==> config.mk <==
export PLATFORM = sky130hd
export DESIGN_NAME = fetch_unit
export DESIGN_NICKNAME = d
export VERILOG_FILES = /design/src/rtl/cpu_pkg.sv /design/src/rtl/fetch_fifo.sv /design/src/rtl/fetch_unit.sv
export SDC_FILE = /design/constraint.sdc
export NUM_CORES = 1
export LEC_CHECK = 0
export ABC_CLOCK_PERIOD_IN_PS = 3600
export CORE_ASPECT_RATIO = 1.25
export CORE_MARGIN = 2
export CORE_UTILIZATION = 45
export CTS_BUF_LIST = sky130_fd_sc_hd__clkbuf_16
export DETAILED_ROUTE_END_ITERATION = 16
export PLACE_DENSITY_LB_ADDON = 0.1
export SETUP_SLACK_MARGIN = 0.05
export SKIP_LAST_GASP = 1
export SYNTH_ARGS = -nofsm -noshare
export SYNTH_HDL_FRONTEND = slang
export SYNTH_SLANG_ARGS = --single-unit
==> constraint.sdc <==
create_clock -name clk -period 3.6 [get_ports clk]
set_input_delay 0.9 -clock clk [delete_from_list [all_inputs] [get_ports clk]]
set_output_delay 0.9 -clock clk [all_outputs]
set_load 0.02 [all_outputs]
==> src/rtl/cpu_pkg.sv <==
// cpu_pkg: shared widths, program length, fetch FSM states and instruction
// field positions for the fetch unit and its buffer.
package cpu_pkg;

  localparam int unsigned PC_W       = 8;
  localparam int unsigned INSTR_W    = 18;
  localparam int unsigned PROG_LEN   = 8;

  // Fetch buffer geometry; count is one bit wider than the pointers.
  localparam int unsigned FIFO_DEPTH = 4;
  localparam int unsigned PTR_W      = 2;
  localparam int unsigned CNT_W      = 3;

  // Instruction layout {op[1:0], a[7:0], b[7:0]}.
  localparam int unsigned OP_MSB = 17;
  localparam int unsigned OP_LSB = 16;
  localparam int unsigned A_MSB  = 15;
  localparam int unsigned A_LSB  = 8;
  localparam int unsigned B_MSB  = 7;
  localparam int unsigned B_LSB  = 0;

  typedef enum logic [1:0] {
    IDLE = 2'd0,
    RUN  = 2'd1,
    HALT = 2'd2
  } fetch_state_e;

  // Pack instruction fields into the default-width word.
  function automatic logic [INSTR_W-1:0] make_instr(input logic [1:0] op,
                                                    input logic [7:0] a,
                                                    input logic [7:0] b);
    return {op, a, b};
  endfunction

endpackage

==> src/rtl/fetch_fifo.sv <==
// fetch_fifo: 4-entry buffer with flush and a registered head output.
// Ports:
//   clk, rst_n     clock, async active-low reset
//   flush_i        drop all entries (wins over push/pop)
//   push_i         write push_data_i (ignored when full)
//   push_data_i    entry to write
//   pop_i          retire head entry (ignored when empty)
//   count_o        number of entries held (0..4)
//   valid_o        head_o holds an entry
//   head_o         oldest entry, zero when empty
module fetch_fifo #(
  parameter int unsigned W = 26
) (
  input  logic         clk,
  input  logic         rst_n,
  input  logic         flush_i,
  input  logic         push_i,
  input  logic [W-1:0] push_data_i,
  input  logic         pop_i,
  output logic [2:0]   count_o,
  output logic         valid_o,
  output logic [W-1:0] head_o
);
  import cpu_pkg::*;

  logic [W-1:0]       mem_q [FIFO_DEPTH];
  logic [PTR_W-1:0]   wr_ptr_q, wr_ptr_d;
  logic [PTR_W-1:0]   rd_ptr_q, rd_ptr_d;
  logic [CNT_W-1:0]   count_q, count_d;
  logic               vld_q, vld_d;
  logic [W-1:0]       head_q, head_d;
  logic               push_en, pop_en;

  // Pointer/count update and look-ahead of the next head entry.
  always_comb begin
    push_en  = push_i && (count_q != CNT_W'(FIFO_DEPTH)) && !flush_i;
    pop_en   = pop_i && (count_q != '0) && !flush_i;
    wr_ptr_d = push_en ? PTR_W'(wr_ptr_q + 1'b1) : wr_ptr_q;
    rd_ptr_d = pop_en  ? PTR_W'(rd_ptr_q + 1'b1) : rd_ptr_q;
    count_d  = CNT_W'(count_q + CNT_W'(push_en) - CNT_W'(pop_en));
    if (flush_i) begin
      wr_ptr_d = '0;
      rd_ptr_d = '0;
      count_d  = '0;
    end
    vld_d = (count_d != '0);
    // The next head may be the entry being written this very edge.
    if (count_d == '0) begin
      head_d = '0;
    end else if (push_en && (rd_ptr_d == wr_ptr_q)) begin
      head_d = push_data_i;
    end else begin
      head_d = mem_q[rd_ptr_d];
    end
  end

  // Storage array, no reset needed.
  always_ff @(posedge clk) begin
    if (push_en) begin
      mem_q[wr_ptr_q] <= push_data_i;
    end
  end

  // Control and head registers.
  always_ff @(posedge clk or negedge rst_n) begin
    if (!rst_n) begin
      wr_ptr_q <= '0;
      rd_ptr_q <= '0;
      count_q  <= '0;
      vld_q    <= 1'b0;
      head_q   <= '0;
    end else begin
      wr_ptr_q <= wr_ptr_d;
      rd_ptr_q <= rd_ptr_d;
      count_q  <= count_d;
      vld_q    <= vld_d;
      head_q   <= head_d;
    end
  end

  assign count_o = count_q;
  assign valid_o = vld_q;
  assign head_o  = head_q;

endmodule

==> src/rtl/fetch_unit.sv <==
// fetch_unit: credit-limited instruction fetch from a 1-cycle registered
// instruction memory into a 4-entry buffer feeding a valid/ready decode stage.
// Ports:
//   clk, rst_n      clock, async active-low reset
//   start_i         begin fetching at pc 0 (IDLE only)
//   pc_o            instruction-memory address
//   instr_i         memory data for the previous cycle's pc_o
//   redirect_i      flush and restart at redirect_pc_i (RUN/HALT only)
//   redirect_pc_i   redirect target; >= PROG_LEN halts instead
//   valid_o         instr_o/pc_out_o hold a fetched instruction
//   ready_i         downstream accepts when valid_o && ready_i
//   instr_o         fetched instruction
//   pc_out_o        pc of instr_o
//   halted_o        HALT with buffer and pipe empty (combinational)
module fetch_unit #(
  parameter int unsigned PC_W     = cpu_pkg::PC_W,
  parameter int unsigned INSTR_W  = cpu_pkg::INSTR_W,
  parameter int unsigned PROG_LEN = cpu_pkg::PROG_LEN
) (
  input  logic               clk,
  input  logic               rst_n,
  input  logic               start_i,
  output logic [PC_W-1:0]    pc_o,
  input  logic [INSTR_W-1:0] instr_i,
  input  logic               redirect_i,
  input  logic [PC_W-1:0]    redirect_pc_i,
  output logic               valid_o,
  input  logic               ready_i,
  output logic [INSTR_W-1:0] instr_o,
  output logic [PC_W-1:0]    pc_out_o,
  output logic               halted_o
);
  import cpu_pkg::*;

  localparam int unsigned       ENT_W   = PC_W + INSTR_W;
  localparam logic [PC_W-1:0]   LAST_PC = PC_W'(PROG_LEN - 1);
  localparam logic [CNT_W-1:0]  CREDITS = CNT_W'(FIFO_DEPTH);

  fetch_state_e      state_q, state_d;
  logic [PC_W-1:0]   pc_q, pc_d;
  logic              s1_vld_q, s1_vld_d;   // pc_o is a live issue this cycle
  logic              s2_vld_q, s2_vld_d;   // instr_i is live this cycle
  logic [PC_W-1:0]   s2_pc_q, s2_pc_d;

  logic              fifo_flush, fifo_push, fifo_pop, fifo_vld;
  logic [ENT_W-1:0]  fifo_head;
  logic [2:0]        fifo_count;
  logic [CNT_W-1:0]  occupied;
  logic              credit_ok;
  logic [PC_W-1:0]   next_pc;
  logic              redir_ok;

  // Next state, pc issue and in-flight pipe.
  always_comb begin
    state_d    = state_q;
    pc_d       = pc_q;
    s1_vld_d   = 1'b0;
    s2_vld_d   = s1_vld_q;
    s2_pc_d    = pc_q;
    fifo_flush = 1'b0;

    // Every issued pc owns a buffer slot until it is popped.
    occupied  = CNT_W'(fifo_count + CNT_W'(s1_vld_q) + CNT_W'(s2_vld_q));
    credit_ok = (occupied < CREDITS);
    next_pc   = PC_W'(pc_q + 1'b1);
    redir_ok  = (32'(redirect_pc_i) < PROG_LEN);

    if ((state_q != IDLE) && redirect_i) begin
      fifo_flush = 1'b1;
      s2_vld_d   = 1'b0;
      if (redir_ok) begin
        pc_d     = redirect_pc_i;
        s1_vld_d = 1'b1;
        state_d  = (redirect_pc_i == LAST_PC) ? HALT : RUN;
      end else begin
        state_d  = HALT;
      end
    end else begin
      case (state_q)
        IDLE: begin
          if (start_i) begin
            pc_d     = '0;
            s1_vld_d = 1'b1;
            state_d  = (LAST_PC == '0) ? HALT : RUN;
          end
        end
        RUN: begin
          if (credit_ok) begin
            pc_d     = next_pc;
            s1_vld_d = 1'b1;
            if (next_pc == LAST_PC) begin
              state_d = HALT;
            end
          end
        end
        HALT: begin
          state_d = HALT;
        end
        default: begin
          state_d = IDLE;
        end
      endcase
    end
  end

  // State and pipe registers.
  always_ff @(posedge clk or negedge rst_n) begin
    if (!rst_n) begin
      state_q  <= IDLE;
      pc_q     <= '0;
      s1_vld_q <= 1'b0;
      s2_vld_q <= 1'b0;
      s2_pc_q  <= '0;
    end else begin
      state_q  <= state_d;
      pc_q     <= pc_d;
      s1_vld_q <= s1_vld_d;
      s2_vld_q <= s2_vld_d;
      s2_pc_q  <= s2_pc_d;
    end
  end

  assign fifo_push = s2_vld_q;
  assign fifo_pop  = fifo_vld && ready_i;

  fetch_fifo #(
    .W (ENT_W)
  ) u_fifo (
    .clk         (clk),
    .rst_n       (rst_n),
    .flush_i     (fifo_flush),
    .push_i      (fifo_push),
    .push_data_i ({s2_pc_q, instr_i}),
    .pop_i       (fifo_pop),
    .count_o     (fifo_count),
    .valid_o     (fifo_vld),
    .head_o      (fifo_head)
  );

  assign pc_o     = pc_q;
  assign valid_o  = fifo_vld;
  assign pc_out_o = fifo_head[ENT_W-1 -: PC_W];
  assign instr_o  = fifo_head[INSTR_W-1:0];
  assign halted_o = (state_q == HALT) && (fifo_count == '0) && !s1_vld_q && !s2_vld_q;

endmodule

==> flow_summary.yaml, run 1 <==
outcome:
  status: "finished, final reports clean"
yosys:
  synth_edf_count: 104
  synth_fp_nets: 667
  yosysSeqAreaShare_pct: 61.0
  yosys.area.top_type_share_pct: 42.6
  yosys-top-cells-area: "edfxtp_1 43%, dfrtp_1 18%, mux2i_1 7.5%"
  syn_avg_cell_area_um2: 11.8
  synth_top_flop_cell: "edfxtp_1"
  yosysTopAreaCell: "edfxtp_1"
  postSynthCellCount: 623
  postSynth.asyncResetShare_pct: 34.2
  synth_area_um2: 7330
  ys_ff_latch: 158
  ys_warn_count: 0
  ys_types: 53
route:
  dr_wl_met3_um: 564
  wl_met1_um: 6860
  vias: 4995
  routed_wirelength_um: 16000
  vias_per_cell: 5.46
  routedWlPerCell_um: 17.5
  drt_pre_antenna_iters: 5
  remaining_drc_errors: 0
  routed.top_layer: "met4"
  drt.antenna.violating_nets: 0
  dr_wl_met2_um: 8330
  drt_iter0_markers: 366
clocking:
  cts_hold_buffers: 0
  post_cts_resized: 0
  clock-sinks: 158
  clock_latency_ps: 420
  clockBufferDepth: 2
  root_buffer: "clkbuf_16"
  cts.clk_slew.worst_paths_ps: 70
  cts_tree: "built"
  ctsHtreeMaxLevel: 4
  cts_buffers: 17
  cts_setup_buffers: 0
timing:
  fin_worst_skew_ps: 7.99
  maxSlewViolCount: 0
  max_freq_ghz: 0.301
  finalHoldViolCount: 0
  period_needed_ps: 3320
  worst_pin_slew_ps: 785
  rsz0062_at_grt: "no"
  setup_viol: 0
  min_period_over_period_pct: 92.2
  maxSlewHeadroom_pct: 47.7
  whs_ps: 495
worst_setup_path:
  cp-start-kind: "input port"
  endpoint_kind: "flop"
  max_stage_delay_ps: 520
  arrival_ps: 3650
  critPathMaxFanout: 14
  critPathKind: "input port to flop"
  crit_chain: "clkdlybuf4s50_1, o311ai_4, nor2_1, ha_1, inv_1, ha_1, inv_1, fa_1, xnor2_1, xnor2_1, a31oi_4, buf_4, o2111ai_1, mux2i_1"
  crit_slowest_cell: "clkdlybuf4s50_1"
  required_ps: 3930
pwr:
  pwr-share-clk_pct: 33.2
  p_sw_mw: 1.60
  internal_power_mw: 3.63
  cellPowerDensity_nw_per_um2: 591
  comb_power_share_pct: 23.8
  switching_share_pct: 30.6
  p_total_mw: 5.23
  leakage_nw: 3.17
  vdd_drop_max_mv: 0.338
  pwr-share-seq_pct: 43.0
grt:
  grt_pass1_vias: 5165
  grt_max_degree: 76
  grt_pass1_wl_um: 26300
  overflow: 0
  grt.total_usage_pct: 19.2
  grt_antenna_before_repair: 0
finish:
  nNetsFinal: 729
  multiInputGateArea_um2: 2640
  area_growth_syn_to_layout_pct: 20.6
  fill_cells: 1374
  diodes: 0
  final_layout_size_suffix_gt1_share_pct: 9.31
  seq_area_um2: 4480
floorplanning:
  die_y_um: 147
  die_w_um: 118
  start_util_pct: 45.6
  core_um2: 16100
  fp.dieArea_um2: 17300
  io_pins: 67
  rows: 52
placement:
  hpwl_um: 9650
  portBuffers: 66
  gp_congestion: 0.889
run:
  cap_violations: 0
min_path:
  hold_class: "flop to flop"
==> final cells by class <==
cell class	instances	share of cell area [%]
sequential	158	50.6
multi-input combinational	411	29.9
timing repair buffer	85	9.45
clock buffer	17	4.81
tap	216	3.05
clock inverter	15	1.70
inverter	12	0.509
==> power groups by stage <==
stage | Combinational, mW | Clock [mW] | Sequential [mW]
3_3_place_gp | 1.23 | 0 | 2.29
4_1_cts | 1.26 | 1.77 | 2.25
2_1_floorplan | 0.632 | 0 | 2.38
3_5_place_dp | 1.25 | 0 | 2.29
6_report | 1.24 | 1.74 | 2.25
5_1_grt | 1.36 | 1.85 | 2.27
==> path summary, 6_finish.rpt <==
path                       startpoint            endpoint  slack [ps]  cells after the start
min                           pc_o[1]          s2_pc_q[1]         500                      0
max in group asynchronous       rst_n  u_fifo.rd_ptr_q[1]        2460                      2
min reg2reg                   pc_o[1]          s2_pc_q[1]         500                      0
max                           ready_i    u_fifo.head_o[3]         280                     14
max reg2reg                state_q[1]    u_fifo.head_o[3]         430                     15
min in group asynchronous       rst_n    u_fifo.head_o[6]         510                      1
==> cell usage after synthesis (2+ instances only) <==
cell / instances
a21o_1: 2
a21oi_1: 29
a2bb2oi_1: 2
a31oi_1: 3
and2_1: 7
and3_1: 3
buf_1: 4
buf_12: 2
buf_2: 4
clkbuf_1: 31
dfrtp_1: 54
edfxtp_1: 104
ha_1: 12
inv_1: 12
mux2i_1: 55
nand2_1: 64
nand2b_1: 3
nand3_1: 8
nor2_1: 70
nor2b_1: 27
nor3_1: 27
nor3b_1: 3
o2111ai_1: 25
o21ai_0: 30
o31ai_1: 7
xnor2_1: 6
xor2_1: 3
==> cell usage in the layout (no fill, tap or decap), drive strengths merged, types with 2 or more instances in the layout <==
cell / count
dfrtp: 54
a31oi: 4
o21ai: 30
nand3: 8
o2111ai: 25
a21o: 2
a21oi: 29
nor2b: 27
nor2: 71
xnor2: 6
and2: 7
edfxtp: 104
ha: 12
nor3b: 3
xor2: 3
a2bb2oi: 2
clkinv: 5
nor3: 28
nand2: 64
o311ai: 2
mux2i: 55
buf: 20
and3: 3
clkdlybuf4s50: 65
nand2b: 3
inv: 21
o31ai: 8
or4: 2
clkbuf: 17
==> metal layers <==
layer,global-route usage [%],up-vias
met5,0,-
met4,6.87,0
met3,3.11,22
met2,34.7,120
met1,23.2,2466
li1,-,2387
==> kinds of logic after synthesis <==
logic type,synth area share [%]
buffers and inverters,3.38
adders and majority gates,2.32
and+or+nand+nor,14.0
muxes,7.66
xor gates and xnor gates,1.07
AOI/OAI and AO/OA,10.6
DFF,61.0
==> through the flow <==
stage | utilization [%] | worst slack [ps] | cell area, µm² | TNS (ps) | cells
global placement | 51.5 | -61.8 | 8270 | -1060 | 882
floorplan | - | 152 | 7340 | 0 | 623
detailed placement | 51.5 | -131 | 8270 | -2650 | 882
finish | 55.1 | 280 | 8850 | 0 | 914
CTS | 55.1 | 303 | 8850 | 0 | 914
global route | 55.1 | 92.9 | 8850 | 0 | 914
==> worst max-delay path, delay by kind of cell <==
kind	cells	cell delay (ps)
buffers and inverters	4	880
adder cells (fa/ha/maj)	3	740
AO/OA/AOI/OAI	3	510
XOR/XNOR	2	320
multiplexers	1	170
AND/OR/NAND/NOR	1	110
==> flip-flops by register name (all words and copies together), names as in the netlist <==
| signal | cells |
|---|---|
| u_fifo.wr_ptr_q | 2 |
| u_fifo.mem_q | 104 |
| u_fifo.head_o | 26 |
| s2_pc_q | 8 |
| state_q | 2 |
| fifo_push | 1 |
| u_fifo.valid_o | 1 |
| u_fifo.count_o | 3 |
| u_fifo.rd_ptr_q | 2 |
| pc_o | 8 |
| s1_vld_q | 1 |
Power figures use the tool's default switching activity.
==> run 2: changes to the inputs <==
--- a/config.mk
+++ b/config.mk
@@ -7,11 +7,13 @@
 export LEC_CHECK = 0
 export ABC_CLOCK_PERIOD_IN_PS = 3600
 export CORE_ASPECT_RATIO = 1.25
-export CORE_MARGIN = 2
+export CORE_MARGIN = 4
 export CORE_UTILIZATION = 45
 export CTS_BUF_LIST = sky130_fd_sc_hd__clkbuf_16
+export CTS_CLUSTER_DIAMETER = 150
 export DETAILED_ROUTE_END_ITERATION = 16
 export PLACE_DENSITY_LB_ADDON = 0.1
+export RECOVER_POWER = 50
 export SETUP_SLACK_MARGIN = 0.05
 export SKIP_LAST_GASP = 1
 export SYNTH_ARGS = -nofsm -noshare
==> run 2 against run 1 <==
Effect of this change:
- the run now ends with max-capacitance violations, max-slew violations left
- non-clock buffer count grew 10
- fmax shrank 3.6%
- sequential share of layout area down 0.41 points
- core utilization is 1.5 points higher
- critical path depth up 1
- largest cell class unchanged
- largest power group unchanged
==> flow_summary.yaml, run 2 (synthesized netlist as in run 1, its figures left out) <==
route:
  routedWlPerCell_um: 18.2
  vias_per_cell: 5.52
  drt_iter0_markers: 375
  remaining_drc_errors: 0
  vias: 5078
  routed_wirelength_um: 16800
  drt.antenna.violating_nets: 0
  drt_pre_antenna_iters: 5
clocking:
  cts.clk_slew.worst_paths_ps: 60
  cts_tree: "built"
  cts_buffers: 17
  root_buffer: "clkbuf_16"
  ctsHtreeMaxLevel: 4
  clockBufferDepth: 2
  clock_latency_ps: 420
  clock-sinks: 158
min_path:
  hp-start: "pc_o[1]"
  hold_class: "flop to flop"
  min_delay_path_depth: 0
worst_setup_path:
  r2r_start: "state_q[0]"
  critPathMaxFanout: 16
  critPathKind: "input port to flop"
  crit_start: "redirect_i"
  arrival_ps: 3750
  required_ps: 3900
  cp-start-kind: "input port"
  endpoint_kind: "flop"
  rr_worst_depth: 16
pwr:
  leakage_nw: 3.18
  cellPowerDensity_nw_per_um2: 599
  vdd_drop_max_mv: 0.445
placement:
  portBuffers: 66
  hpwl_um: 10400
  place_area_um2: 8340
  gp_congestion: 0.854
  dp.cells: 886
floorplanning:
  rows: 51
  start_util_pct: 46.5
  die_y_um: 151
  core_um2: 15800
  fp.dieArea_um2: 18400
  io_pins: 67
  die_w_um: 122
run:
  cap_violations: 1
timing:
  fin_worst_skew_ps: 6.17
  maxSlewHeadroom_pct: -50.8
  period_needed_ps: 3440
  min_period_over_period_pct: 95.6
  rsz0062_at_grt: "no"
  worst_pin_slew_ps: 2260
  max_freq_ghz: 0.290
  finalHoldViolCount: 0
  setup-tns-final_ps: 0
  maxSlewViolCount: 35
  setup_viol: 0
finish:
  seq_area_um2: 4480
  multiInputGateArea_um2: 2640
  nNetsFinal: 739
  layout.cells.non_filler: 920
  utilization_pct: 56.6
  regMostFlops: "u_fifo.mem_q"
  postLayoutCellArea_um2: 8920
  final_layout_size_suffix_gt1_share_pct: 9.32
  fill_cells: 1345
  area_growth_syn_to_layout_pct: 21.6
  diodes: 0
  largest_register_ffs: 104
  layout_commonest_cell: "edfxtp_1"
  final_cell_mix: "104 x edfxtp_1, 70 x nor2_1, 64 x nand2_1, 55 x mux2i_1, 53 x dfrtp_1"
grt:
  grt.total_usage_pct: 19.3
  grt_max_degree: 63
  overflow: 0
  grt_antenna_before_repair: 0
  grt_pass1_wl_um: 27100
  grt_pass1_vias: 5308
outcome:
  violations: "max-capacitance violations, max-slew violations"
  status: "finished with violations"
run 2: critical path, stage by stage:
cell and delay [ps]:
clkdlybuf4s50_1 470, nor2b_1 190, nor2_1 80, ha_1 270, inv_1 60, ha_1 130
inv_1 50, fa_1 400, xnor2_2 150, xnor2_1 310, a31oi_4 140, buf_12 230
buf_12 150, o2111ai_1 80, mux2i_1 110
run 2: worst paths after layout:
check	endpoint	slack [ps]
max in group asynchronous	u_fifo.rd_ptr_q[1]	860
min reg2reg	s2_pc_q[1]	500
max reg2reg	u_fifo.head_o[14]	310
min	s2_pc_q[1]	500
max	u_fifo.head_o[14]	160
min in group asynchronous	u_fifo.head_o[6]	1150
run 2: layer usage:
layer / up-vias / wire length, µm / GRT usage, %
met5: - / 0 / 0
met4: 0 / 281 / 7.56
met3: 20 / 602 / 3.83
met2: 118 / 8730 / 33.8
met1: 2525 / 7160 / 23.3
li1: 2415 / - / -
run 2: repair_timing:
action,CTS,global route
endpoints found under the setup margin,0,2
buffers inserted,0,2
hold buffers,0,0
resized for setup,0,1
run 2: power breakdown:
part | internal, mW | switching, mW
combinational | 0.576 | 0.734
sequential | 2.13 | 0.123
clock | 1.06 | 0.730
total | 3.76 | 1.59
run 2: per-stage QoR:
step	hold WS [ps]	setup WS, ps	power, mW
finish	497	157	5.35
global placement	473	-76.0	3.57
global route	533	34.6	5.61
CTS	496	236	5.39
detailed placement	479	-206	3.60
floorplan	476	152	3.01
run 2: area by class of cell:
| class | count | area share, % |
|---|---|---|
| clock buffers | 18 | 5.05 |
| flip-flops and latches | 158 | 50.2 |
| repair buffers | 95 | 10.1 |
| well taps | 212 | 2.97 |
| inverters | 12 | 0.505 |
| multi-input cells | 411 | 29.6 |
| clock inverters | 14 | 1.58 |
